### src/rtl/memory_controller.sv
// memory_controller
//   Address decoder and data router between the core's single load/store port and the
//   four backing regions (code ROM, data RAM, switch input word, output map). Routes each
//   access to exactly one region, gates write strobes, masks read data to the access size
//   and flags illegal accesses. The read path is combinational; only memory_error is a flop.
// Ports
//   clk, rst                 clock, asynchronous active-low reset
//   address, write_enable,   core request: byte address, write request,
//   data_size, data_in       size (0=byte 1=half 2=word 3=illegal), right-aligned write data
//   data_out, memory_error   zero-extended read data, registered fault flag
//   code_in / code_address                   code ROM read word / byte offset
//   memory_in / memory_address / memory_out / memory_size / memory_write_enable   data RAM
//   input_in                                 switch input word
//   output_in / output_address / output_out / output_size / output_write_enable   output map
module memory_controller #(
    parameter logic [31:0] CODE_BASE   = 32'h0000_0000,
    parameter int unsigned CODE_SIZE   = 256,
    parameter logic [31:0] RAM_BASE    = 32'h0001_0000,
    parameter int unsigned RAM_SIZE    = 65536,
    parameter logic [31:0] INPUT_BASE  = 32'h0002_0000,
    parameter logic [31:0] OUTPUT_BASE = 32'h0002_0010,
    parameter int unsigned OUTPUT_SIZE = 16
) (
    input  logic        clk,
    input  logic        rst,
    input  logic [31:0] address,
    input  logic        write_enable,
    input  logic [1:0]  data_size,
    input  logic [31:0] data_in,
    output logic [31:0] data_out,
    output logic        memory_error,
    input  logic [31:0] code_in,
    output logic [31:0] code_address,
    input  logic [31:0] memory_in,
    output logic [31:0] memory_address,
    output logic [31:0] memory_out,
    output logic [1:0]  memory_size,
    output logic        memory_write_enable,
    input  logic [31:0] input_in,
    input  logic [31:0] output_in,
    output logic [31:0] output_address,
    output logic [31:0] output_out,
    output logic [1:0]  output_size,
    output logic        output_write_enable
);

    // Region bounds in 33 bits so base+size and address+bytes-1 cannot wrap.
    localparam logic [32:0] CODE_LO = {1'b0, CODE_BASE};
    localparam logic [32:0] CODE_HI = CODE_LO + 33'(CODE_SIZE);
    localparam logic [32:0] RAM_LO  = {1'b0, RAM_BASE};
    localparam logic [32:0] RAM_HI  = RAM_LO + 33'(RAM_SIZE);
    localparam logic [32:0] IN_LO   = {1'b0, INPUT_BASE};
    localparam logic [32:0] IN_HI   = IN_LO + 33'd4;
    localparam logic [32:0] OUT_LO  = {1'b0, OUTPUT_BASE};
    localparam logic [32:0] OUT_HI  = OUT_LO + 33'(OUTPUT_SIZE);

    logic [2:0]  nbytes;
    logic [32:0] first, last;
    logic        hit_code, hit_ram, hit_in, hit_out;
    logic        misaligned, fault;
    logic        sel_code, sel_ram, sel_in, sel_out;
    logic [31:0] size_mask, rd_raw;

    always_comb begin
        case (data_size)
            2'd0:    nbytes = 3'd1;
            2'd1:    nbytes = 3'd2;
            default: nbytes = 3'd4;
        endcase
        first = {1'b0, address};
        last  = first + {30'b0, nbytes} - 33'd1;

        // A straddling access fails the 'last' bound, so it hits nothing and faults.
        hit_code = (first >= CODE_LO) && (last < CODE_HI);
        hit_ram  = (first >= RAM_LO)  && (last < RAM_HI);
        hit_in   = (first >= IN_LO)   && (last < IN_HI);
        hit_out  = (first >= OUT_LO)  && (last < OUT_HI);

        misaligned = ((data_size == 2'd1) && address[0]) ||
                     ((data_size == 2'd2) && (address[1:0] != 2'b00));

        fault = (data_size == 2'd3) ||
                !(hit_code || hit_ram || hit_in || hit_out) ||
                (misaligned && !hit_code) ||
                (write_enable && (hit_code || hit_in));

        sel_code = hit_code && !fault;
        sel_ram  = hit_ram  && !fault;
        sel_in   = hit_in   && !fault;
        sel_out  = hit_out  && !fault;

        case (data_size)
            2'd0:    size_mask = 32'h0000_00FF;
            2'd1:    size_mask = 32'h0000_FFFF;
            default: size_mask = '1;
        endcase

        rd_raw = '0;
        if (sel_code) rd_raw = code_in;
        if (sel_ram)  rd_raw = memory_in;
        if (sel_in)   rd_raw = input_in >> {address[1:0], 3'b000};
        if (sel_out)  rd_raw = output_in;

        data_out = (rst && !write_enable) ? (rd_raw & size_mask) : '0;

        code_address = sel_code ? (address - CODE_BASE) : '0;

        memory_address      = sel_ram ? (address - RAM_BASE) : '0;
        memory_out          = sel_ram ? data_in : '0;
        memory_size         = sel_ram ? data_size : '0;
        memory_write_enable = sel_ram && write_enable && rst;

        output_address      = sel_out ? (address - OUTPUT_BASE) : '0;
        output_out          = sel_out ? data_in : '0;
        output_size         = sel_out ? data_size : '0;
        output_write_enable = sel_out && write_enable && rst;
    end

    always_ff @(posedge clk or negedge rst) begin
        if (!rst) memory_error <= 1'b0;
        else      memory_error <= fault;
    end

endmodule

### config.mk
export PLATFORM = sky130hd
export DESIGN_NAME = memory_controller
export DESIGN_NICKNAME = d
export VERILOG_FILES = /design/src/rtl/memory_controller.sv
export SDC_FILE = /design/constraint.sdc
export NUM_CORES = 1
export LEC_CHECK = 0
export ABC_AREA = 1
export CAP_MARGIN = 20
export CORE_AREA = 5 5 149 151
export CTS_BUF_LIST = sky130_fd_sc_hd__clkbuf_8
export DETAILED_ROUTE_END_ITERATION = 8
export DIE_AREA = 0 0 154 156
export DONT_BUFFER_PORTS = 1
export REMOVE_ABC_BUFFERS = 1
export SLEW_MARGIN = 20
export SYNTH_ARGS = -nofsm -noshare
export SYNTH_HDL_FRONTEND = slang
export SYNTH_SLANG_ARGS = --single-unit
### constraint.sdc
create_clock -name clk -period 4 [get_ports clk]
set_clock_uncertainty 0.05 [all_clocks]
set_input_delay 0.2 -clock clk [delete_from_list [all_inputs] [get_ports clk]]
set_output_delay 0.2 -clock clk [all_outputs]
set_load 0.1 [all_outputs]
[After elaboration in Yosys (flattened, before gate mapping)]
Cells that the tools add are included.
Operators by class
  bitwise logic cells: 1
  shift-type cells: 1
  $lt $le $gt $ge: 7
  add/subtract/negate cells: 4
  equal/unequal tests: 3
  reduce and logical (&&, ||, !) cells: 30
  mux-type cells: 14
Operators by type and width (count)
  $mux W32: 10
  $lt A33 B18 Y1 const B: 3
  $ge A32 B18 Y1 const B: 2
  $pmux W32 S2: 1
  $add A32 B3 Y33: 1
  $lt A33 B9 Y1 const B: 1
  $sub A33 B1 Y33 const B: 1
  $and A32 B32 Y32: 1
  $ge A32 B17 Y1 const B: 1
  $shr A32 B5 Y32: 1
  $sub A32 B17 Y32 const B: 1
  $sub A32 B18 Y32 const B: 1
  $logic_and A1 B1 Y1: 16
  $logic_or A1 B1 Y1: 8
  $pmux W3 S2: 1
  $eq A2 B2 Y1 const B: 2
  $logic_not A1 Y1: 4
  $mux W2: 2
  $eq A2 B1 Y1 const B: 1
  $logic_not A2 Y1: 1
  $reduce_bool A2 Y1: 1
Storage, ports and cells
  bits of input ports: 197
  output and inout port bits: 199
  register bits after elaboration: 1

[Logic depth before layout (Yosys ltp)]
Gate-level depths: netlist of run 1.
  word-level depth: 21
  gate-level depth with buffers: 33

[Worst setup path before layout of run 1]
Ideal clock, no wire load.
  kind: input -> output
  start point: input address[1]
  end point: output memory_write_enable
  slack: -1.957 ns
  stages: 29
  data required time: 3.750 ns
  path buffers: 3
  arrival time: 5.707 ns
  cell sequence: clkbuf_1 clkinv_1 clkbuf_1 ha_1 a21oi_1 fa_1 nand3_1 nand3_1 nand2_1 nand2_1 nand2_1 nand3_1 nand2_1 nand2_1 nand2_1 nand2_1 inv_1 nand3_1 nor2_1 nand2_1 nor2_1 nand2_1 nand2_1 inv_1 nand2_2 and2_1 nand2_1 buf_4 nor3_1
On the way
  longest elaborated chain between the ends: 15
  elaborated cells on any way between the ends: 30
Ends and longest elaborated chain
  from (decl): line 26  | input logic [31:0] address,
  $add A32 B3 Y33: line 71  | last = first + {30'b0, nbytes} - 33'd1;
  $sub A33 B1 Y33: line 71
  $lt A33 B18 Y1: line 75  | hit_ram = (first >= RAM_LO) && (last < RAM_HI);
  $logic_and A1 B1 Y1: line 75
  $logic_or A1 B1 Y1 (3 in a row): line 83  | !(hit_code || hit_ram || hit_in || hit_out) ||
  $logic_not A1 Y1: line 83
  $logic_or A1 B1 Y1: line 82  | fault = (data_size == 2'd3) ||
  $logic_or A1 B1 Y1: line 83
  $logic_or A1 B1 Y1: line 84  | (misaligned && !hit_code) ||
  $logic_not A1 Y1: line 88  | sel_ram = hit_ram && !fault;
  $logic_and A1 B1 Y1 *: line 88
  $logic_and A1 B1 Y1 * (2 in a row): line 111  | memory_write_enable = sel_ram && write_enable && rst;
  to (decl): line 38  | output logic memory_write_enable,
Mark *: on every way between the ends. The rest lies on a longest branch, timed or not.

[Worst setup path after layout of run 1]
  start point: input address[1]
  end point: output data_out[1]
On the way
  longest elaborated chain between the ends: 19
  elaborated cells on any way between the ends: 38
Ends and longest elaborated chain
  $add A32 B3 Y33: line 71
  $sub A33 B1 Y33: line 71
  $lt A33 B18 Y1: line 75
  $logic_and A1 B1 Y1: line 75
  $logic_or A1 B1 Y1 (3 in a row): line 83
  $logic_not A1 Y1: line 83
  $logic_or A1 B1 Y1: line 82
  $logic_or A1 B1 Y1: line 83
  $logic_or A1 B1 Y1: line 84
  $logic_not A1 Y1
  $logic_and A1 B1 Y1: line 87  | sel_code = hit_code && !fault;
  $mux W32: line 99  | if (sel_code) rd_raw = code_in;
  $mux W32: line 100  | if (sel_ram) rd_raw = memory_in;
  $mux W32: line 101  | if (sel_in) rd_raw = input_in >> {address[1:0], 3'b000};
  $mux W32 *: line 102  | if (sel_out) rd_raw = output_in;
  $and A32 B32 Y32 *: line 104  | data_out = (rst && !write_enable) ? (rd_raw & size_mask) : '0;
  $mux W32 *: line 104
  to (decl): line 30  | output logic [31:0] data_out,
Marked as above.

==> summary.md, run 1 <==
| Metric | Value |
|---|---|
| Highest Clock Rate | 257 MHz |
| Worst-path clk slew | 0 ps |
| Die area | 24000 um2 |
| Routed wire per std cell | 19.0 um |
| Syn Inst Count | between 1k and 1.5k |
| Final critical-path required period | 3890 ps |
| Number of distinct library cells after synthesis | 37 |
| Final wirelength | 38300 um |
| Power Total | 807 uW |
| RSZ-0062 raised after global routing | yes |
| CP top delay family | simple AND/OR/NAND/NOR gates |
| Total GRT Usage | 28.4% |
| Filler cell count | approximately 1.8k |
| Finished Layout Cells | 2015 |
| CP Capture Type | output port |
| Total core area | a little over 20000 um2 |
| FFs w/ async S/R, synth | between 90% and 100% |
| Final Core Density | 64.6% |
| Pleak | 6.38 nW |
| GP Congestion | 1.01 |
| Pre-CTS WS | -203 ps |
| Area Overhead vs Synth | 85.6% |
| Worst path slowest cell | fa_2 |
| Post-synth EDFFs | 0 |
| First-pass GRT wire length | 56200 um |
| Outcome | finished clean |
| Worst Path Arrival | around 3600 ps |
| Most common library cells after synthesis | nand2_1 (421), nor2_1 (266), inv_1 (261), nand4_1 (107), a21oi_1 (78) |
| Worst path max stage delay | 400 ps |
| Via count | approximately 11k |
| Avg Synthesized Cell Area | 4.81 um2 |
| Crit-path most repeated cell | nand2_1 |
| Die width | 154 um |
| Worst vdd ir | between 0.00005 and 0.00006 V |
| Post-route ant nets | 0 |
| Data required time of the worst path | between 3000 and 4000 ps |
| PnR worst setup slack | 115 ps |
| Count of input and output buffers | 0 |
| Yosys top cell by area | nand2_1 |
| DRT iter0 DRCs | roughly 970 |
| Hold Path Class | input pin to async pin |
| Setup violators final | 0 |
| Max_cap viols | 0 |
| Max FFs per register | 1 |
| #FFs+latches synth | 1 |
| Top Ports | 396 |
| Largest reg by FF count | memory_error |
| Synth warn | 0 |
| Placement Cell Area | around 13000 um2 |
| Fin crit share | 97.1% |
| Biggest regs | memory_error (1) |
| Post-route setup TNS | 0 ps |
| Die H | 156 um |
| Remaining Overflow, GRT | 0 |
| Synth top area share | a little over a fifth |
| Top cells by area, synth | nand2_1 (22%), nor2_1 (14%), inv_1 (14%) |
| Number of remaining DRC errors | 0 |
| Pre-antenna DRT Iters | 8 |
| Num rows | 53 |
| Share of layout cells above drive strength 1 | between 30% and 40% |
| CP Max Fanout | 28 |
| WS Path Type | input pin to output port |
| Initial antenna violation count | 5 |
| Slew HR | 29.5% |
| Most frequent cell after synthesis | nand2_1 |
| Nets | around 2.0k |
| Largest net degree at the start of global routing | 37 |
| Synth Cell Area | approximately 7200 um2 |
| Post-route design area | 13400 um2 |
| WP buf/inv | 6 |
| Final hold vios | 0 |
| Most used DFF post-synth | dfrtp_1 |
| Initial Util | 34.8% |
| Vias per cell | 5.36 |
| Max-slew violation count | 0 |
| Startpoint Class | input pin |
| Final HPWL from detailed placement | 31700 um |
| Slew @ Worst Pin | approximately 1100 ps |
| Inst Count DP | 1992 |
| PwrDens | about 60 nW/um2 |
| Vias in the first global route | 10.3k |
| Sequential-to-total area share from yosys stat | 0.347% |
| Min Hold Slack | 381 ps |
==> cell usage in the layout (no fill, tap or decap), types with 2 or more instances in the layout <==
cell type   Yosys  routed
a21oi_4         1       2
xnor2_1         2       2
nor3_2          0       5
nand3_4         0       3
a31oi_1         7       7
clkbuf_16       0       7
a21oi_1        78      35
nor3_4          0       2
inv_2           8       9
buf_16          0       3
diode_2         0       4
nand3_1        61      52
nand2_4         0       6
o21bai_1        9       9
o21ai_0        56      53
nor2_4          1       2
nand3_2         0       6
buf_6           3       3
xor2_1         39      39
nand3b_1        6       6
clkinvlp_4      0       4
mux2i_1         2       2
nor2_1        266      92
ha_2            0       6
buf_12          0     213
nand2_1       421     388
nand4_1       107     107
o21ai_1         2       4
buf_4           7      82
ha_4            0       5
inv_1         261     256
nor3_1         20      13
a21boi_0        3       3
nand2_2         1      27
ha_1           64      53
o21ai_2         1       2
nor2_2          0     173
a21oi_2         0      42
==> metal layers <==
| metal | wire length, um | vias up | track usage, % |
|---|---|---|---|
| met5 | 8 | - | 0 |
| met4 | 1300 | 2 | 9.04 |
| met1 | 14000 | 4930 | 33.3 |
| li1 | - | 5175 | - |
| met3 | 3300 | 96 | 5.60 |
| met2 | 19700 | 588 | 52.0 |
==> repair_timing <==
action                                  in CTS  in global routing
setup buffers                                5                  8
endpoints found under the setup margin     184                198
resized for setup                           15                 97
endpoints found under the hold margin        1                  0
hold buffers                                 1                  0
gates cloned                                 1                  5
pin swaps                                    7                 42
==> path summary, 6_finish.rpt <==
kind                       startpoint                end  slack [ps]  cells past startpoint
setup / recovery           address[1]        data_out[1]         110                     27
hold / removal                    rst       memory_error         380                      1
max in group asynchronous         rst       memory_error        3410                      1
min in group clk           address[4]  output_address[4]         540                      2
==> cell type report <==
class	count	area, um2	area share (%)
multi-input cells	1155	6750	50.5
repair buffers	310	5200	38.9
inverters	270	1040	7.79
well taps	275	344	2.57
flip-flops and latches	1	25.0	0.187
diodes	4	10.0	0.0749
==> power by group <==
part | total, mW | internal [mW] | switching [mW]
Clock | 0.000000135 | 0.000000135 | 0
Combinational | 0.796 | 0.287 | 0.509
Sequential | 0.0103 | 0.0103 | 0.0000203
==> cell families (layout without fill, tap and decap cells) <==
| group | Yosys count | count (layout) | synth area share (%) |
|---|---|---|---|
| AND/OR/NAND/NOR | 885 | 885 | 51.9 |
| AO/OA/AOI/OAI | 162 | 162 | 12.2 |
| other | 0 | 4 | 0 |
| adder cells (fa/ha/maj) | 65 | 65 | 11.4 |
| XOR/XNOR | 41 | 41 | 4.99 |
| buffers and inverters | 342 | 580 | 19.0 |
| flip-flops | 1 | 1 | 0.347 |
| multiplexers | 2 | 2 | 0.278 |
Power figures use the tool's default switching activity.
==> run 2: changes to the inputs <==
- CORE_AREA: 5 5 149 151 -> 2 2 155 157
- DIE_AREA: 0 0 154 156 -> 0 0 157 159
- PLACE_DENSITY_LB_ADDON: not set -> 0.05
==> run 2 against run 1 <==
- die area rose by 3.9%
- setup slack worse by 88 ps
- first-iteration DRC count fell by 12%
==> summary.md, run 2 (synthesis gave the netlist of run 1 again) <==
| Metric | Value |
|---|---|
| PnR worst setup slack | around 27 ps |
| Slew HR | between 40% and 50% |
| Placement Cell Area | ~13000 um2 |
| Die H | about 160 um |
| Highest Clock Rate | 252 MHz |
| Routed wire per std cell | 19.0 um |
| Reg area | 25.0 um2 |
| Worst path slowest cell | ha_4 |
| DR WL met3 | 2730 um |
| Largest net degree at the start of global routing | 48 |
| Vias in the first global route | between 9k and 10k |
| Filler cell count | 2138 |
| Worst Path Arrival | 3720 ps |
| DR top layer | met5 |
| Number of remaining DRC errors | 0 |
| CP Max Fanout | 8 |
| Multi-input combinational cell area | 7280 um2 |
| Routed wl met2 | 19600 um |
| Final HPWL from detailed placement | around 32000 um |
| Final critical-path required period | approximately 4000 ps |
| Hold Path Class | input pin to async pin |
| CP Capture Type | output port |
| Post-route design area | 14300 um2 |
| Pleak | 6.58 nW |
| Total core area | 23200 um2 |
| Num rows | 56 |
| PwrDens | 61.5 nW/um2 |
| Finished Layout Cells | 2077 |
| WS Path Type | input pin to output port |
| Final hold vios | 0 |
| First-pass GRT wire length | roughly 57000 um |
| Final Core Density | 61.5% |
| Die area | 25000 um2 |
| Commonest non-fill, non-tap cell in the layout | nand2_1 |
| Initial Util | a little under a third |
| Final wirelength | 39400 um |
| Largest reg by FF count | memory_error |
| Post-route ant nets | 0 |
| Setup violators final | 0 |
| Count of input and output buffers | 0 |
| RSZ-0062 raised after global routing | yes |
| Top Ports | between 300 and 400 |
| Remaining Overflow, GRT | 0 |
| Max FFs per register | 1 |
| Max_cap viols | 0 |
| Most frequent cells in the layout | nand2_1 (382), inv_1 (250), buf_12 (214), nand4_1 (107) |
| Slew @ Worst Pin | roughly 860 ps |
| Worst vdd ir | 0.0000332 V |
| Inst Count DP | 2048 |
| Via count | 10.8k |
| Met1 wire length | approximately 16000 um |
| Worst path max stage delay | 290 ps |
| Startpoint Class | input pin |
| Fin crit share | between 90% and 100% |
| DRT iter0 DRCs | roughly 850 |
| Outcome | finished clean |
| Biggest regs | memory_error (1) |
| Share of layout cells above drive strength 1 | 37.0% |
| Data required time of the worst path | 3750 ps |
| Area Overhead vs Synth | 98.0% |
| Initial antenna violation count | 2 |
| Pre-CTS WS | -175 ps |
| GP Congestion | 0.945 |
| Min Hold Slack | 374 ps |
| Die width | 157 um |
| Max-slew violation count | 0 |
| Nets | slightly above 2k |
| Pre-antenna DRT Iters | 6 |
| Total GRT Usage | between 20% and 30% |
| Vias per cell | 5.20 |
| Worst-path clk slew | 0 ps |
## run 2: cell type report
class                   instances  area share [%]
diodes                          1          0.0176
flip-flops and latches          1           0.176
inverters                     270            7.28
repair buffers                331            38.7
multi-input cells            1155            51.1
well taps                     319            2.80
## run 2: routing by layer
layer	GRT usage [%]	vias to the layer above
met1	36.6	5038
met4	5.25	2
met3	3.54	66
met2	50.8	467
li1	-	5221
met5	0	-
## run 2: critical path: cells and delay by family
family / cells / cell delay, ps
and+or+nand+nor: 17 / 1710
buffers and inverters: 6 / 730
adders and majority gates: 2 / 550
AOI/OAI and AO/OA: 3 / 500
## run 2: repair_timing
item,4_1_cts,5_1_grt
setup endpoints to repair,175,197
endpoints found under the hold margin,1,0
gates cloned,2,14
buffers inserted,6,5
gates resized for setup,16,212
pin swaps,9,54
hold buffers,1,0
## run 2: metrics by stage
stage               total power [mW]  setup TNS [ps]
finish                         0.876               0
global route                   0.957           -7120
detailed placement             0.731          -10020
CTS                            0.744           -3.34
global placement               0.732           -5630
floorplan                      0.466         -754720
## run 2: worst max path at each step
stage,startpoint,end,slack [ps]
final,address[2],data_out[31],30
after global routing,address[2],data_out[31],-160
after CTS,data_size[1],data_out[9],-3
after detailed placement,data_size[1],data_out[30],-170
after global placement,data_size[1],data_out[20],-130
after floorplan,address[1],output_address[16],-4930
## run 2: report_power, final
| part | total, mW | switching (mW) | internal [mW] |
|---|---|---|---|
| logic | 0.866 | 0.542 | 0.324 |
| registers | 0.0103 | 0.0000194 | 0.0103 |
| clock network | 0.0000000335 | 0 | 0.0000000335 |
| total | 0.876 | 0.542 | 0.334 |
